<file path="src/rtl/cpack_pkg.sv">
// Shared C-Pack definitions: code enums, decoded pattern type and helpers
// used by the compressor, the bitstream parser and the word decoder.
package cpack_pkg;

  typedef enum logic [1:0] {
    ZERO  = 2'b00,
    RAW   = 2'b01,
    MATCH = 2'b10,
    EXT   = 2'b11
  } code_e;

  typedef enum logic [1:0] {
    MMXX = 2'b00,
    ZZZX = 2'b01,
    MMMX = 2'b10,
    RSVD = 2'b11
  } code_bak_e;

  typedef enum logic [2:0] {
    PAT_ZZZZ,
    PAT_XXXX,
    PAT_MMMM,
    PAT_MMXX,
    PAT_ZZZX,
    PAT_MMMX,
    PAT_RSVD
  } pattern_e;

  // Map the primary/secondary code pair onto a single pattern.
  function automatic pattern_e classify(input logic [1:0] codes, input logic [1:0] codes_bak);
    pattern_e pat;
    case (code_e'(codes))
      ZERO:    pat = PAT_ZZZZ;
      RAW:     pat = PAT_XXXX;
      MATCH:   pat = PAT_MMMM;
      default: begin
        case (code_bak_e'(codes_bak))
          MMXX:    pat = PAT_MMXX;
          ZZZX:    pat = PAT_ZZZX;
          MMMX:    pat = PAT_MMMX;
          default: pat = PAT_RSVD;
        endcase
      end
    endcase
    return pat;
  endfunction

  // Patterns that carry new information into the dictionary.
  function automatic logic pattern_pushes(input pattern_e pat);
    return (pat == PAT_XXXX) || (pat == PAT_MMXX) || (pat == PAT_MMMX);
  endfunction

endpackage

</file>
<file path="src/rtl/cpack_dict.sv">
// FIFO-replacement dictionary for C-Pack: register file with a
// combinational read port, one write port at wr_ptr, and a full clear.
module cpack_dict #(
  parameter int WIDTH = 32,
  parameter int DEPTH = 16
) (
  input  logic                     clk,
  input  logic                     reset,
  input  logic                     clear,
  input  logic                     wr_en,
  input  logic [WIDTH-1:0]         wr_data,
  input  logic [$clog2(DEPTH)-1:0] rd_idx,
  output logic [WIDTH-1:0]         rd_data
);

  localparam int IDX_W = $clog2(DEPTH);

  logic [WIDTH-1:0] mem [DEPTH];
  logic [IDX_W-1:0] wr_ptr;

  // Clear wins over a write in the same cycle; the pointer wraps naturally
  // because DEPTH is a power of two, overwriting the oldest entry.
  always_ff @(posedge clk) begin
    if (reset || clear) begin
      for (int i = 0; i < DEPTH; i++) mem[i] <= '0;
      wr_ptr <= '0;
    end else if (wr_en) begin
      mem[wr_ptr] <= wr_data;
      wr_ptr      <= wr_ptr + 1'b1;
    end
  end

  // Read is combinational so a push is visible to the very next input.
  always_comb begin
    rd_data = mem[rd_idx];
  end

endmodule

</file>
<file path="src/rtl/cpack_word_decoder.sv">
// Streaming C-Pack word decompressor: one code group in, one word out,
// one cycle of latency, dictionary updated in lockstep with the compressor.
// Optional statistics counters are enabled by defining CPACK_DEC_STATS_EN.
module cpack_word_decoder
  import cpack_pkg::*;
#(
  parameter int WIDTH      = 32,
  parameter int DICT_DEPTH = 16,
  parameter int LOW_BITS   = 8,
  parameter int STAT_W     = 16
) (
  input  logic                          i_clk,
  input  logic                          i_reset,
  input  logic                          i_clear,
  input  logic                          i_valid,
  output logic                          o_ready,
  input  logic [1:0]                    i_codes,
  input  logic [1:0]                    i_codes_bak,
  input  logic [WIDTH-1:0]              i_payload,
  input  logic [$clog2(DICT_DEPTH)-1:0] i_idx,
  output logic                          o_valid,
  input  logic                          i_ready,
  output logic [WIDTH-1:0]              o_word,
  output logic                          o_err
`ifdef CPACK_DEC_STATS_EN
  ,
  output logic [STAT_W-1:0]             o_cnt_zero,
  output logic [STAT_W-1:0]             o_cnt_match,
  output logic [STAT_W-1:0]             o_cnt_partial,
  output logic [STAT_W-1:0]             o_cnt_raw
`endif
);

  localparam int HALF = WIDTH / 2;

  if ((WIDTH % 2) != 0 || WIDTH < 16 || DICT_DEPTH < 2 ||
      (DICT_DEPTH & (DICT_DEPTH - 1)) != 0 || LOW_BITS < 1 ||
      LOW_BITS >= HALF || STAT_W < 2) begin : g_param_check
    $error("cpack_word_decoder: illegal parameter combination");
  end

  pattern_e         pattern;
  logic             accept;
  logic             push;
  logic [WIDTH-1:0] dict_rd;
  logic [WIDTH-1:0] dec_word;

  // Handshake: a held output blocks new input; no path from i_valid.
  always_comb begin
    o_ready = !o_valid || i_ready;
    accept  = i_valid && o_ready;
    pattern = classify(i_codes, i_codes_bak);
    push    = accept && pattern_pushes(pattern) && !i_clear;
  end

  cpack_dict #(
    .WIDTH (WIDTH),
    .DEPTH (DICT_DEPTH)
  ) u_dict (
    .clk     (i_clk),
    .reset   (i_reset),
    .clear   (i_clear),
    .wr_en   (push),
    .wr_data (dec_word),
    .rd_idx  (i_idx),
    .rd_data (dict_rd)
  );

  // Reconstruct the word from the dictionary entry and literal bits.
  always_comb begin
    dec_word = i_payload;
    case (pattern)
      PAT_ZZZZ: dec_word = '0;
      PAT_XXXX: dec_word = i_payload;
      PAT_MMMM: dec_word = dict_rd;
      PAT_MMXX: dec_word = {dict_rd[WIDTH-1:HALF], i_payload[HALF-1:0]};
      PAT_ZZZX: dec_word = {{(WIDTH-LOW_BITS){1'b0}}, i_payload[LOW_BITS-1:0]};
      PAT_MMMX: dec_word = {dict_rd[WIDTH-1:LOW_BITS], i_payload[LOW_BITS-1:0]};
      default:  dec_word = i_payload;
    endcase
  end

  // Output register: load on accept, drop valid once consumed, hold on stall.
  always_ff @(posedge i_clk) begin
    if (i_reset) begin
      o_valid <= 1'b0;
      o_word  <= '0;
    end else if (accept) begin
      o_valid <= 1'b1;
      o_word  <= dec_word;
    end else if (i_ready) begin
      o_valid <= 1'b0;
    end
  end

  // Sticky reserved-code flag; only reset clears it.
  always_ff @(posedge i_clk) begin
    if (i_reset) begin
      o_err <= 1'b0;
    end else if (accept && pattern == PAT_RSVD) begin
      o_err <= 1'b1;
    end
  end

`ifdef CPACK_DEC_STATS_EN
  localparam logic [STAT_W-1:0] STAT_ONE = {{(STAT_W-1){1'b0}}, 1'b1};
  localparam logic [STAT_W-1:0] STAT_MAX = {STAT_W{1'b1}};

  // Saturating per-class counters; i_clear deliberately leaves them alone.
  always_ff @(posedge i_clk) begin
    if (i_reset) begin
      o_cnt_zero    <= '0;
      o_cnt_match   <= '0;
      o_cnt_partial <= '0;
      o_cnt_raw     <= '0;
    end else if (accept) begin
      case (pattern)
        PAT_ZZZZ, PAT_ZZZX:
          if (o_cnt_zero != STAT_MAX) o_cnt_zero <= o_cnt_zero + STAT_ONE;
        PAT_MMMM:
          if (o_cnt_match != STAT_MAX) o_cnt_match <= o_cnt_match + STAT_ONE;
        PAT_MMXX, PAT_MMMX:
          if (o_cnt_partial != STAT_MAX) o_cnt_partial <= o_cnt_partial + STAT_ONE;
        default:
          if (o_cnt_raw != STAT_MAX) o_cnt_raw <= o_cnt_raw + STAT_ONE;
      endcase
    end
  end
`endif

endmodule

</file>
<file path="config.mk">
export PLATFORM = sky130hd
export DESIGN_NAME = cpack_word_decoder
export DESIGN_NICKNAME = d
export VERILOG_FILES = /design/src/rtl/cpack_pkg.sv /design/src/rtl/cpack_dict.sv /design/src/rtl/cpack_word_decoder.sv
export SDC_FILE = /design/constraint.sdc
export NUM_CORES = 1
export LEC_CHECK = 0
export CORE_UTILIZATION = 35
export DETAILED_ROUTE_END_ITERATION = 10
export SKIP_CTS_REPAIR_TIMING = 1
export SLEW_MARGIN = 20
export SYNTH_ARGS = -nofsm -noshare
export SYNTH_HDL_FRONTEND = slang
export SYNTH_HIERARCHICAL = 1
export SYNTH_SLANG_ARGS = --single-unit
</file>
<file path="constraint.sdc">
create_clock -name i_clk -period 7.2 [get_ports i_clk]
set_input_delay 1.08 -clock i_clk [delete_from_list [all_inputs] [get_ports i_clk]]
set_output_delay 1.08 -clock i_clk [all_outputs]
set_load 0.005 [all_outputs]
</file>
* Word level (Yosys, flattened, before mapping)
Memories as Yosys holds them, arrays and structs flattened.
Cells that the tools add are included.
** Cells by class
- Reduce and logical (&&, ||, !) cells :: 15
- Eq/ne operators :: 10
- Mux-type cells :: 13
- $add $sub $neg :: 1
** Operator list (number)
- one-hot mux 32 bit (5 select lines) :: 1
- 2-to-1 mux 32 bit :: 1
- OR reduction 32 bit :: 1
- one-hot mux 3 bit (3 select lines) :: 2
- == test 3 bit (second input constant) :: 3
- 2-to-1 mux 1 bit :: 8
- == test 3 x 2 -> 1 bit (second input constant) :: 2
- adder 4 x 1 -> 4 bit (second input constant) :: 1
- == test 2 x 1 -> 1 bit (second input constant) :: 2
- == test 2 bit (second input constant) :: 2
- logical AND 1 bit :: 4
- logical NOT 2 bit :: 2
- logical OR 1 bit :: 4
- 2-to-1 mux 4 bit :: 1
- == test 3 x 1 -> 1 bit (second input constant) :: 1
- logical NOT 3 bit :: 1
- logical NOT 1 bit :: 2
- nonzero test 2 bit :: 1
** Storage, ports and cells
- Flip-flop bits (word level) :: 38
- Input bits :: 45
- Memories :: 1
- Memory bits (writable) :: 512
** Memory list
- u_dict.mem :: words 16, bits a word 32, read ports 1, clocked after Yosys merged registers in 0, wr ports 16, RTL line cpack_dict.sv:18 : logic [WIDTH-1:0] mem [DEPTH];

* Depth between registers and ports, before layout
Gate-level depths: netlist of run 1.
- Depth in word-level cells :: 13
- Mapped depth :: 12
- Gate-level depth less buffers :: 8

* By module
Netlist of run 1, hierarchy kept.
** By module, submodules not included
- cpack_dict :: seq. area each 15454.8 um2, cells an instance 1443, times used 1, area each 23123.4 um2
- cpack_word_decoder :: seq. area each 680.7 um2, cells an instance 238, times used 1, area each 2264.7 um2

* Worst setup path before layout of run 1
No wires, ideal clock.
- Path type :: input-to-reg
- Start point :: input i_codes_bak[0]
- End point :: memory u_dict.mem[13][0], enable pin
- Arrival :: 4983 ps
- Setup time :: 466 ps
- Cell stages on the path :: 9
- Path slack :: 1751 ps
- Path buffers :: 2
- Cells stage by stage :: inv_1 > ha_1 > and2b_2 > buf_8 > nor3_1 > nor4b_2 > buf_2 > nand4b_1 > o21ai_0
** RTL lines
- start, declared :: RTL line cpack_word_decoder.sv:18 : input logic [1:0] i_codes_bak,
- end, declared :: RTL line cpack_dict.sv:18

==> run summary, run 1 <==
# diodes = 0
Distinct cells, synth = 48
fin crit share = 78.3%
Worst Path Required = 7430 ps
die height = 271 um
# nets final = 1,749
clock share of power = 40.5%
# clock sinks = 550
Setup crit start kind = input pin
RSZ-0062 raised after global routing = no
Initial Util = 35.5%
P&R area growth vs syn = 14.0%
slew margin rel. = 25.6%
Worst EP arrival = 5860 ps
Port Buf Inserts = 79
initial antenna violation count = 1
number of global-route vias before repair = 15,089
I/O pin count = 80
DRC viols = 0
vias post-DR = 14,763
fmax = 177 MHz
Slew Limit Fails = 0
Die Wd = 271 um
die area = 73,600 um^2
outcome = complete, no violations
hold_sp = o_err
Leak Pwr = 10.6 nW
CTS tree = yes
largest net degree at the start of global routing = 68
drt wl/cell = 26.4 um
Seq/Total Area, Yosys = 63.6%
Combinational Power Share = 8.2%
Int Pwr = 5.50 mW
Crit. End Element = flop
Seq cells post-synth = 550
Sequential Power Share = 51.3%
Routed WL = 71,000 um
Max Cap Viol = 0
number of routed nets with antenna violations = 0
Switching Fraction = 23.1%
setup tns final = 0 ps
count of final setup violators = 0
core area = 71,600 um^2
layout cells sized above 1 = 18.0%
row count = 98
Initial DRC Count = 1,488
synth warn = 6
RD Place Congestion = 0.793
Overflow after GRT = 0
DR pass1 iterations = 5
Root Driver = clkbuf_16
Hold WC Path Type = flop to flop
Total GRT Usage = 19.3%
H-Tree Depth = 2
CTS max path bufs = 3
Worst Skew = 12.8 ps
Post-Synthesis Cells = 1,681
Num CTS Buffers = 57
crit path kind = input pin to flop
Worst IR Drop VDD = 0.000181 V
Fin Hold WS = 510 ps
Syn Nets = 1,732
Detail Placement HPWL = 41,600 um
clk_lat worst skew = 610 ps
fin crit period = 5640 ps
CP startpoint = i_codes_bak[1]
Via-to-Cell Ratio = 5.48
Power Density = 247 nW/um^2
P_sw = 1.65 mW
worst-margin pin slew = 1120 ps
mean post-synth cell area = 15.1 um^2
Synth Cell Area = 25,400 um^2
first-pass GRT wire length = 104,000 um
Crit Path Max Fanout = 33
Reg clk slew, reported paths = 60 ps
Final Hold Fails = 0
Worst R2R Start = o_valid
area by class of cell:
type / instances / area, um^2
clock inverter: 25 / 230
clock buffer: 79 / 1580
multi-input combinational: 955 / 8620
fill: 6567 / 42700
inverter: 15 / 56.3
timing repair buffer: 119 / 1150
tap: 950 / 1190
sequential: 550 / 16100
power by group through the flow:
| stage | registers, mW | logic, mW | clock network (mW) |
|---|---|---|---|
| 5_1_grt | 3.68 | 0.624 | 3.07 |
| 4_1_cts | 3.67 | 0.591 | 2.95 |
| 2_1_floorplan | 3.72 | 0.348 | 0 |
| 6_report | 3.67 | 0.590 | 2.90 |
| 3_5_place_dp | 3.74 | 0.589 | 0 |
| 3_3_place_gp | 3.73 | 0.575 | 0 |
final timing paths:
| path | to | slack, ps | cells after the start |
|---|---|---|---|
| worst max-delay path | u_dict/mem[2][12] | 1560 | 10 |
| worst min-delay path | o_err | 510 | 2 |
| worst max register to register | u_dict/mem[2][12] | 3460 | 7 |
| worst min register to register | o_err | 510 | 2 |
registers in the layout (all words and copies together) (netlist names):
| name | flops |
|---|---|
| u_dict/wr_ptr | 4 |
| o_valid | 1 |
| o_word | 32 |
| o_err | 1 |
| u_dict/mem | 512 |
per-layer routing:
| metal | vias up | GRT usage [%] | share of wire [%] |
|---|---|---|---|
| li1 | 6321 | - | - |
| met1 | 7732 | 26.4 | 42 |
| met2 | 606 | 31.3 | 47 |
| met3 | 102 | 4.48 | 8.6 |
| met4 | 2 | 4.07 | 2.0 |
| met5 | - | 0 | 0.013 |
worst max-delay path: stages:
cell             delay (ps)
clkdlybuf4s50_1         500
inv_1                    60
ha_1                    420
and3b_2                 920
nor3_1                  150
nor4b_2                 750
nand2b_1                420
nor4_4                  300
buf_4                   390
or2b_2                  820
logic make-up (layout without fill, tap and decap cells):
kind of cell	Yosys count	count (layout)	synth area share, %
fa+ha+maj	6	6	0.296
simple gates	636	636	15.2
compound gates	180	180	6.21
flops	550	550	63.6
xor+xnor	4	4	0.168
buf+inv	176	238	3.13
mux	129	129	11.4
placed cells by master (no fill, tap or decap), drive strengths merged, types with 8 or more instances in the layout:
cell type      instances
a21oi                 33
inv                   15
a22oi                 72
dfxtp                 38
clkdlybuf4s50         74
nand3                  8
nand2b                15
clkinv                21
mux4                 128
nor3                  10
a211oi                 8
clkbuf                80
nand2                 57
edfxtp               512
a311oi                24
and2                 515
o211ai                24
o311ai                16
buf                   44
metrics by stage:
stage | utilization [%] | instance area, um^2 | std cells | power [mW] | worst slack, ps
global placement | 37.7 | 27000 | 2586 | 4.30 | 1170
detailed placement | 37.9 | 27100 | 2589 | 4.32 | 1040
global route | 40.4 | 29000 | 2693 | 7.37 | 1340
finish | 40.4 | 29000 | 2693 | 7.15 | 1560
floorplan | - | 25400 | 1681 | 4.07 | 1750
CTS | 40.4 | 28900 | 2693 | 7.21 | 1680
synthesized netlist by cell type, drive strengths merged:
cell type / instances / area share, %
a21oi: 33 / 0.65
ha: 6 / 0.30
and3b: 1 / 0.035
nor2: 5 / 0.074
a311oi: 24 / 1.1
edfxtp: 512 / 61
inv: 14 / 0.21
nand3: 8 / 0.16
nand2b: 15 / 0.37
buf: 41 / 1.1
o21ai: 2 / 0.039
clkinv: 1 / 0.015
xnor2: 2 / 0.099
nor3: 10 / 0.24
nor4: 2 / 0.13
mux2i: 1 / 0.039
nor2b: 4 / 0.099
and2b: 1 / 0.035
and3: 4 / 0.099
nand4: 1 / 0.025
and4: 4 / 0.14
o311ai: 16 / 1.3
or2b: 4 / 0.12
nand4b: 2 / 0.069
a211oi: 8 / 0.24
and2: 515 / 13
nor4b: 2 / 0.094
a22oi: 72 / 2.1
dfxtp: 38 / 3.0
mux4: 128 / 11
clkbuf: 120 / 1.8
a41oi: 1 / 0.035
o211ai: 24 / 0.71
nand2: 57 / 0.84
xor2: 2 / 0.069
nand3b: 1 / 0.030
No activity file was read; power rests on OpenSTA's default activity.
==> inputs of run 2 (changes only) <==
- clock period: 7.2 -> 5.2 ns (I/O delays scaled with it)
==> run 2 against run 1 <==
Non-clock buffer count is 24 higher; cell count is 0.89% higher; via count is 1.7% lower.
==> run summary, run 2 (synthesis results as in run 1) <==
P&R area growth vs syn = 14.6%
fin crit share = 71.7%
Initial Util = 35.5% (unchanged)
commonest non-fill, non-tap cell in the layout = and2_1
Initial DRC Count = 1,250 (-16%)
Routed WL = 68,400 um (-3.7%)
initial antenna violation count = 3 (+2)
H-Tree Depth = 2 (unchanged)
setup tns final = 0 ps (unchanged)
crit path kind = input pin to flop
worst-margin pin slew = 1040 ps (-78.6 ps)
slew margin rel. = 30.6% (+5.1 points)
Filler cells = 6,571 (+0.061%)
Hold WC Path Type = flop to flop
Root Driver = clkbuf_16
CTS max path bufs = 3 (unchanged)
Total GRT Usage = 18.6% (-0.68 points)
row count = 98 (unchanged)
Top Registers = u_dict/mem (512), o_word (32), u_dict/wr_ptr (4)
RSZ-0062 raised after global routing = no
Worst EP arrival = 4030 ps (-1830 ps)
Crit. End Element = flop
Biggest register = u_dict/mem
fmax = 268 MHz
vias post-DR = 14,505 (-1.7%)
Overflow after GRT = 0 (unchanged)
Buf/Inv on CP = 4 (+1)
Worst Skew = 11.7 ps (-1.11 ps)
Worst path max stage delay = 540 ps (-380 ps)
I/O pin count = 80 (unchanged)
most frequent cells in the layout = and2_1 (513), edfxtp_1 (512), mux4_2 (128)
Critical-path top delay cell = nand2b_2
number of global-route vias before repair = 15,073 (-0.11%)
number of routed nets with antenna violations = 0 (unchanged)
# nets final = 1,772 (+1.3%)
Worst Path Required = 5500 ps (-1930 ps)
fin crit period = 3730 ps
Detail Placement HPWL = 41,100 um (-1.1%)
Port Buf Inserts = 79 (unchanged)
placed insts = 2,613 (+0.93%)
DR pass1 iterations = 6 (+1)
Finished Layout Cells = 2,717 (+0.89%)
Power Density = 337 nW/um^2 (+36%)
Crit Path Max Fanout = 17 (-48%)
Setup crit start kind = input pin
worst-path cell chain = clkdlybuf4s50_1 -> inv_1 -> ha_1 -> and3b_2 -> nor3_1 -> nor4b_2 -> buf_4 -> nand2b_1 -> nor3_4 -> nand2b_2 -> buf_12
Worst IR Drop VDD = 0.000254 V (+40%)
RD Place Congestion = 0.809 (+2.1%)
layout cells sized above 1 = 18.5% (+0.52 points)
Slew Limit Fails = 0 (unchanged)
Leak Pwr = 10.7 nW (+0.80%)
Fin Hold WS = 509 ps (-0.664 ps)
grt met3 use = 4.29% (-0.19 points)
Largest register FFs = 512 (unchanged)
first-pass GRT wire length = 101,000 um (-3.5%)
outcome = complete, no violations
CTS tree = yes
# clock sinks = 550 (unchanged)
Via-to-Cell Ratio = 5.34 (-2.6%)
clk_lat worst skew = 600 ps (about the same)
Die Wd = 271 um (unchanged)
count of final setup violators = 0 (unchanged)
die area = 73,600 um^2 (unchanged)
core area = 71,600 um^2 (unchanged)
CP top delay family = simple AND/OR/NAND/NOR gates
drt wl/cell = 25.2 um (-4.5%)
DRC viols = 0 (unchanged)
Num CTS Buffers = 56 (-1.8%)
Final Hold Fails = 0 (unchanged)
met2 usage = 28.9% (-2.4 points)
largest net degree at the start of global routing = 56 (-18%)
GR peak layer = met2
Max Cap Viol = 0 (unchanged)
die height = 271 um (unchanged)
Reg clk slew, reported paths = 60 ps (about the same)
final design utilization = 40.6% (+0.20 points)
met1 Use GR = 26.5% (+0.061 points)
-- run 2: final timing paths --
kind,startpoint,endpoint,slack (ps),cells after the start
setup / recovery,i_codes_bak[1],u_dict/mem[6][31],1470,11
hold / removal,o_err,o_err,510,2
hold reg to reg,o_err,o_err,510,2
setup reg to reg,u_dict/mem[3][29],u_dict/mem[10][29],2560,6
-- run 2: layout make-up --
type | instances | area (um^2) | area share (%)
Timing Repair Buffer | 143 | 1370 | 4.72
Clock inverter | 10 | 93.8 | 0.323
Multi-Input combinational cell | 955 | 8580 | 29.5
Clock buffer | 91 | 1660 | 5.72
Inverter | 15 | 56.3 | 0.194
Sequential cell | 550 | 16100 | 55.5
Antenna cell | 3 | 7.51 | 0.0258
Tap cell | 950 | 1190 | 4.09
-- run 2: power breakdown --
| part | total (mW) | switching (mW) | internal, mW | leakage (nW) |
|---|---|---|---|---|
| registers | 5.08 | 0.0582 | 5.02 | 5.98 |
| clock network | 3.91 | 1.65 | 2.26 | 0.857 |
| logic | 0.815 | 0.515 | 0.300 | 3.90 |
| total | 9.80 | 2.22 | 7.58 | 10.7 |
-- run 2: metrics by stage --
step                total power [mW]  instance area, um^2  setup slack [ps]
floorplan                       5.63                25400              51.0
global placement                5.97                27300               961
detailed placement              5.99                27300               883
CTS                             9.88                29100              1520
global route                    10.1                29100              1310
finish                          9.80                29100              1470
-- run 2: worst min-delay path, stage by stage (launching register included) --
cell	delay, ps
dfxtp_1	350
a41oi_1	50
nor2_1	70
-- run 2: metal layers --
| layer | vias to the layer above | share of wire [%] | wire length (um) |
|---|---|---|---|
| li1 | 6362 | - | - |
| met1 | 7506 | 44 | 30400 |
| met2 | 552 | 45 | 31100 |
| met3 | 83 | 8.1 | 5560 |
| met4 | 2 | 1.9 | 1320 |
| met5 | - | 0.018 | 12 |
==> inputs of run 3 (changes only) <==
- clock period: 5.2 -> 3.1 ns (I/O delays scaled with it)
==> run 3 against run 2 <==
Global-route usage increased by 0.49 points; worst hold slack worse by 140 ps; sequential share of layout area shrank 2.3 points; non-clock buffer count grew 101; die area unchanged; register-to-register slack got worse by 1800 ps; routed wire length rose by 2.3%; cell area is 4.4% higher; clock skew is 3.9 ps higher; count of clock-buffer cells in the layout down 18.
==> run summary, run 3 (synthesis results as in run 1) <==
outcome = complete, no violations
Combinational Power Share = 9.6% (+1.3 points)
largest net degree at the start of global routing = 44 (-21%)
core area = 71,600 um^2 (unchanged)
CTS max path bufs = 3 (unchanged)
Crit Path Max Fanout = 32 (+15)
fin crit period = 2780 ps
Power Density = 540 nW/um^2 (+60%)
drt wl/cell = 24.9 um (-1.2%)
worst-margin pin slew = 979 ps (-59.1 ps)
Crit. End Element = flop
met1 Use GR = 26.4% (-0.078 points)
met2 usage = 30.3% (+1.4 points)
Initial Util = 35.5% (unchanged)
crit path kind = input pin to flop
number of global-route vias before repair = 15,290 (+1.4%)
grt met3 use = 4.80% (+0.51 points)
I/O pin count = 80 (unchanged)
P&R area growth vs syn = 19.7%
Leak Pwr = 11.4 nW (+6.4%)
commonest non-fill, non-tap cell in the layout = and2_1
Int Pwr = 12.6 mW (+66%)
row count = 98 (unchanged)
count of final setup violators = 0 (unchanged)
RSZ-0062 raised after global routing = no
Reg clk slew, reported paths = 60 ps (about the same)
Worst Path Required = 3570 ps (-1930 ps)
Worst EP arrival = 3250 ps (-780 ps)
slew margin rel. = 34.6% (+3.9 points)
Port Buf Inserts = 79 (unchanged)
Worst Skew = 15.7 ps (+3.93 ps)
Detail Placement HPWL = 45,800 um (+11%)
worst setup margin = 322 ps (-1150 ps)
vias post-DR = 14,782 (+1.9%)
most frequent cells in the layout = and2_1 (513), edfxtp_1 (512), mux4_2 (128)
Hold WC Path Type = input pin to flop
clk_lat worst skew = 610 ps (about the same)
Num CTS Buffers = 57 (+1.8%)
CTS tree = yes
Total GRT Usage = 19.1% (+0.49 points)
number of routed nets with antenna violations = 0 (unchanged)
Setup crit start kind = input pin
RD Place Congestion = 0.809 (about the same)
layout cells sized above 1 = 23.0% (+4.5 points)
die height = 271 um (unchanged)
Slew Limit Fails = 0 (unchanged)
fin crit share = 89.6%
Biggest register = u_dict/mem
Via-to-Cell Ratio = 5.25 (-1.6%)
Initial DRC Count = 1,423 (+14%)
Top Registers = u_dict/mem (512), o_word (32), u_dict/wr_ptr (4)
Placed Instance Area = 28,700 um^2 (+5.1%)
Final Hold Fails = 0 (unchanged)
H-Tree Depth = 2 (unchanged)
Largest register FFs = 512 (unchanged)
Max Cap Viol = 0 (unchanged)
Switching Fraction = 23.4% (+0.77 points)
Sequential Power Share = 51.9% (about the same)
Root Driver = clkbuf_16
Design Area, Final = 30,400 um^2 (+4.4%)
worst slack, placed = -270 ps (-1150 ps)
Worst IR Drop VDD = 0.000386 V (+52%)
Die Wd = 271 um (unchanged)
DRC viols = 0 (unchanged)
# nets final = 1,874 (+5.8%)
Fin Hold WS = 369 ps (-140 ps)
P_sw = 3.84 mW (+73%)
Filler cells = 6,469 (-1.6%)
DR pass1 iterations = 5 (-1)
first-pass GRT wire length = 103,000 um (+2.1%)
initial antenna violation count = 3 (unchanged)
clock share of power = 38.5% (-1.4 points)
Overflow after GRT = 0 (unchanged)
fmax = 360 MHz
Routed WL = 70,000 um (+2.3%)
die area = 73,600 um^2 (unchanged)
GR peak layer = met2
# clock sinks = 550 (unchanged)
## run 3: stage by stage
step,TNS [ps],instances,utilization (%),power (mW)
floorplan,-7310,1681,-,9.45
global placement,-80860,2714,40.1,10.2
detailed placement,-127490,2714,40.1,10.3
CTS,0,2813,42.4,16.5
global route,0,2813,42.4,16.9
finish,0,2814,42.4,16.4
## run 3: layer usage
metal  part of all wire (%)  vias to the layer above  routed length, um
met5                      0                        -                  0
met3                    8.1                       95               5690
met1                     43                     7590              30300
li1                       -                     6566                  -
met4                    2.1                        0               1450
met2                     47                      531              32600
## run 3: worst paths after layout
path / startpoint / endpoint / slack, ps / cells after the start
worst min-delay path: i_reset / o_err / 370 / 3
worst max-delay path: i_codes_bak[0] / u_dict/mem[2][19] / 320 / 11
worst min register to register: o_err / o_err / 500 / 2
worst max register to register: u_dict/mem[11][1] / u_dict/mem[7][1] / 760 / 6
## run 3: power groups by stage
stage | Combinational [mW] | Clock (mW) | Sequential [mW]
3_5_place_dp | 1.58 | 0 | 8.67
6_report | 1.58 | 6.31 | 8.51
3_3_place_gp | 1.56 | 0 | 8.66
2_1_floorplan | 0.819 | 0 | 8.63
5_1_grt | 1.68 | 6.69 | 8.54
4_1_cts | 1.59 | 6.43 | 8.52
## run 3: area by class of cell
type                    instances  area (um^2)  share of cell area (%)
repair buffers                244         2710                    8.91
clock inverters                26          159                   0.523
multi-input cells             955         8640                    28.4
well taps                     950         1190                    3.91
flip-flops and latches        550        16100                    53.1
clock buffers                  73         1500                    4.93
inverters                      15         56.3                   0.185
diodes                          1         2.50                 0.00824
## run 3: critical path, cell delays in order
cell and delay, ps:
clkdlybuf4s50_1 480, inv_1 70, ha_1 330, and2b_4 270, nor3_1 50, nor4b_2 270
buf_4 200, nand2b_1 230, nor4_4 290, buf_4 390, and2_1 190
==> RTL change: new RTL, settings of run 1 <==
Put one more register stage on the output `o_err`. The value now appears one clock later. The other outputs are not delayed to match.
--- a/src/rtl/cpack_word_decoder.sv
+++ b/src/rtl/cpack_word_decoder.sv
@@ -32,6 +32,8 @@
 );
 
   localparam int HALF = WIDTH / 2;
+
+  logic o_err_s0;
 
   if ((WIDTH % 2) != 0 || WIDTH < 16 || DICT_DEPTH < 2 ||
       (DICT_DEPTH & (DICT_DEPTH - 1)) != 0 || LOW_BITS < 1 ||
@@ -96,9 +98,9 @@
   // Sticky reserved-code flag; only reset clears it.
   always_ff @(posedge i_clk) begin
     if (i_reset) begin
-      o_err <= 1'b0;
+      o_err_s0 <= 1'b0;
     end else if (accept && pattern == PAT_RSVD) begin
-      o_err <= 1'b1;
+      o_err_s0 <= 1'b1;
     end
   end
 
@@ -128,5 +130,9 @@
   end
 `endif
 
+  always_ff @(posedge i_clk) begin
+    o_err <= o_err_s0;
+  end
+
 endmodule
 
Behaviour: not the same (Yosys sat finds a counterexample within 4 cycles, from zero or initial values and one cycle with i_reset high).
==> RTL change against run 1 <==
Critical path depth is the same. Design area is 0.10% higher. Area after synthesis hardly changed. Non-clock buffer count fell by 6. Critical endpoint is now u_dict/mem[1][30]. Setup slack better by 0.26 ns. Synthesized cell count about the same. Routed wire length shrank 2.4%. Sequential cell count grew 1. Power is 2.4% higher. Cell count down 0.19%. Sequential power about the same. Largest power group unchanged.
==> RTL change: results (changes against run 1) <==
status: finished clean
largest cells by area after synthesis: edfxtp_1, and2_1, mux4_2
P_leak: 10.7 nW (about the same)
Worst Max-Slew Pin Slew: 1.20 ns (+0.0800 ns)
Non-Filler Instances: 2688 (-0.19%)
routed wl met3: 4.65 mm (-24%)
initial DRC count: 1594 (+7.1%)
hpwl dp: 42.0 mm (+0.95%)
Routability Congestion: 0.819 (+3.3%)
largest net degree at the start of global routing: 72 (+5.9%)
Peak VDD IR: 0.190 mV (+4.8%)
CP max stage delay: 0.80 ns (-0.12 ns)
Arrival @ worst endpoint: 5.60 ns (-0.26 ns)
antenna violations before repair: 0 (-1)
share of post-route cells with drive strength above 1: 17.9% (-0.16 points)
Nets: 1743 (-0.34%)
CTS buffer count: 56 (-1.8%)
sequential fraction of the synthesis area: 63.6% (about the same)
metal2 WL: 32.7 mm (-3.0%)
placed cells: 2583 (-0.23%)
Final Skew: 0.0191 ns (+0.00628 ns)
Top Layer Used: met4
Filler cells: 6467 (-1.5%)
M1 WL: 29.7 mm (-0.47%)
slowest stage cell, crit path: nor4b_2
drt via density: 5.39 (-1.6%)
-- RTL change: metrics by stage --
stage	setup WS, ns	power (W)	area (µm²)
floorplan	1.75	0.00407	25400
global placement	1.31	0.00432	27000
detailed placement	1.20	0.00433	27000
CTS	1.83	0.00738	28900
global route	1.62	0.00754	29000
finish	1.83	0.00733	29000
-- RTL change: final timing paths --
path	startpoint	end	slack (ns)	depth (start not counted)
min	o_err_s0	o_err	0.37	0
max	i_codes_bak[1]	u_dict/mem[1][30]	1.83	10
min reg2reg	o_err_s0	o_err	0.37	0
max reg2reg	o_valid	u_dict/mem[1][30]	3.64	7
-- RTL change: area by class of cell --
class                   count  area share [%]
multi-input cells         955            29.7
clock buffers              66            5.11
well taps                 950            4.10
inverters                  15           0.194
repair buffers            113            3.63
flip-flops and latches    551            55.7
diodes                      2          0.0173
clock inverters            36            1.52
-- RTL change: cells by family after synthesis --
group / synth area share [%]
buf+inv: 3.13
compound gates: 6.20
simple gates: 15.2
xor+xnor: 0.167
mux: 11.4
fa+ha+maj: 0.295
flops: 63.6
-- RTL change: layer usage --
layer  global-route usage [%]  up-vias
met1                     25.8     7496
met5                        0        -
met2                     30.1      566
met3                     3.10      118
met4                     6.62        0
li1                         -     6313
-- RTL change: worst max-delay path, delay by kind of cell --
kind / cells / cell delay (ns)
adders and majority gates: 1 / 0.35
and+or+nand+nor: 6 / 3.20
buffers and inverters: 3 / 0.93
-- RTL change: report_power, final --
group / leakage (nW) / total, W / internal (W) / switching [W]
clock: 0.940 / 0.00306 / 0.00182 / 0.00124
combinational: 3.73 / 0.000583 / 0.000201 / 0.000382
sequential: 5.99 / 0.00368 / 0.00363 / 0.0000471
total: 10.7 / 0.00733 / 0.00566 / 0.00167
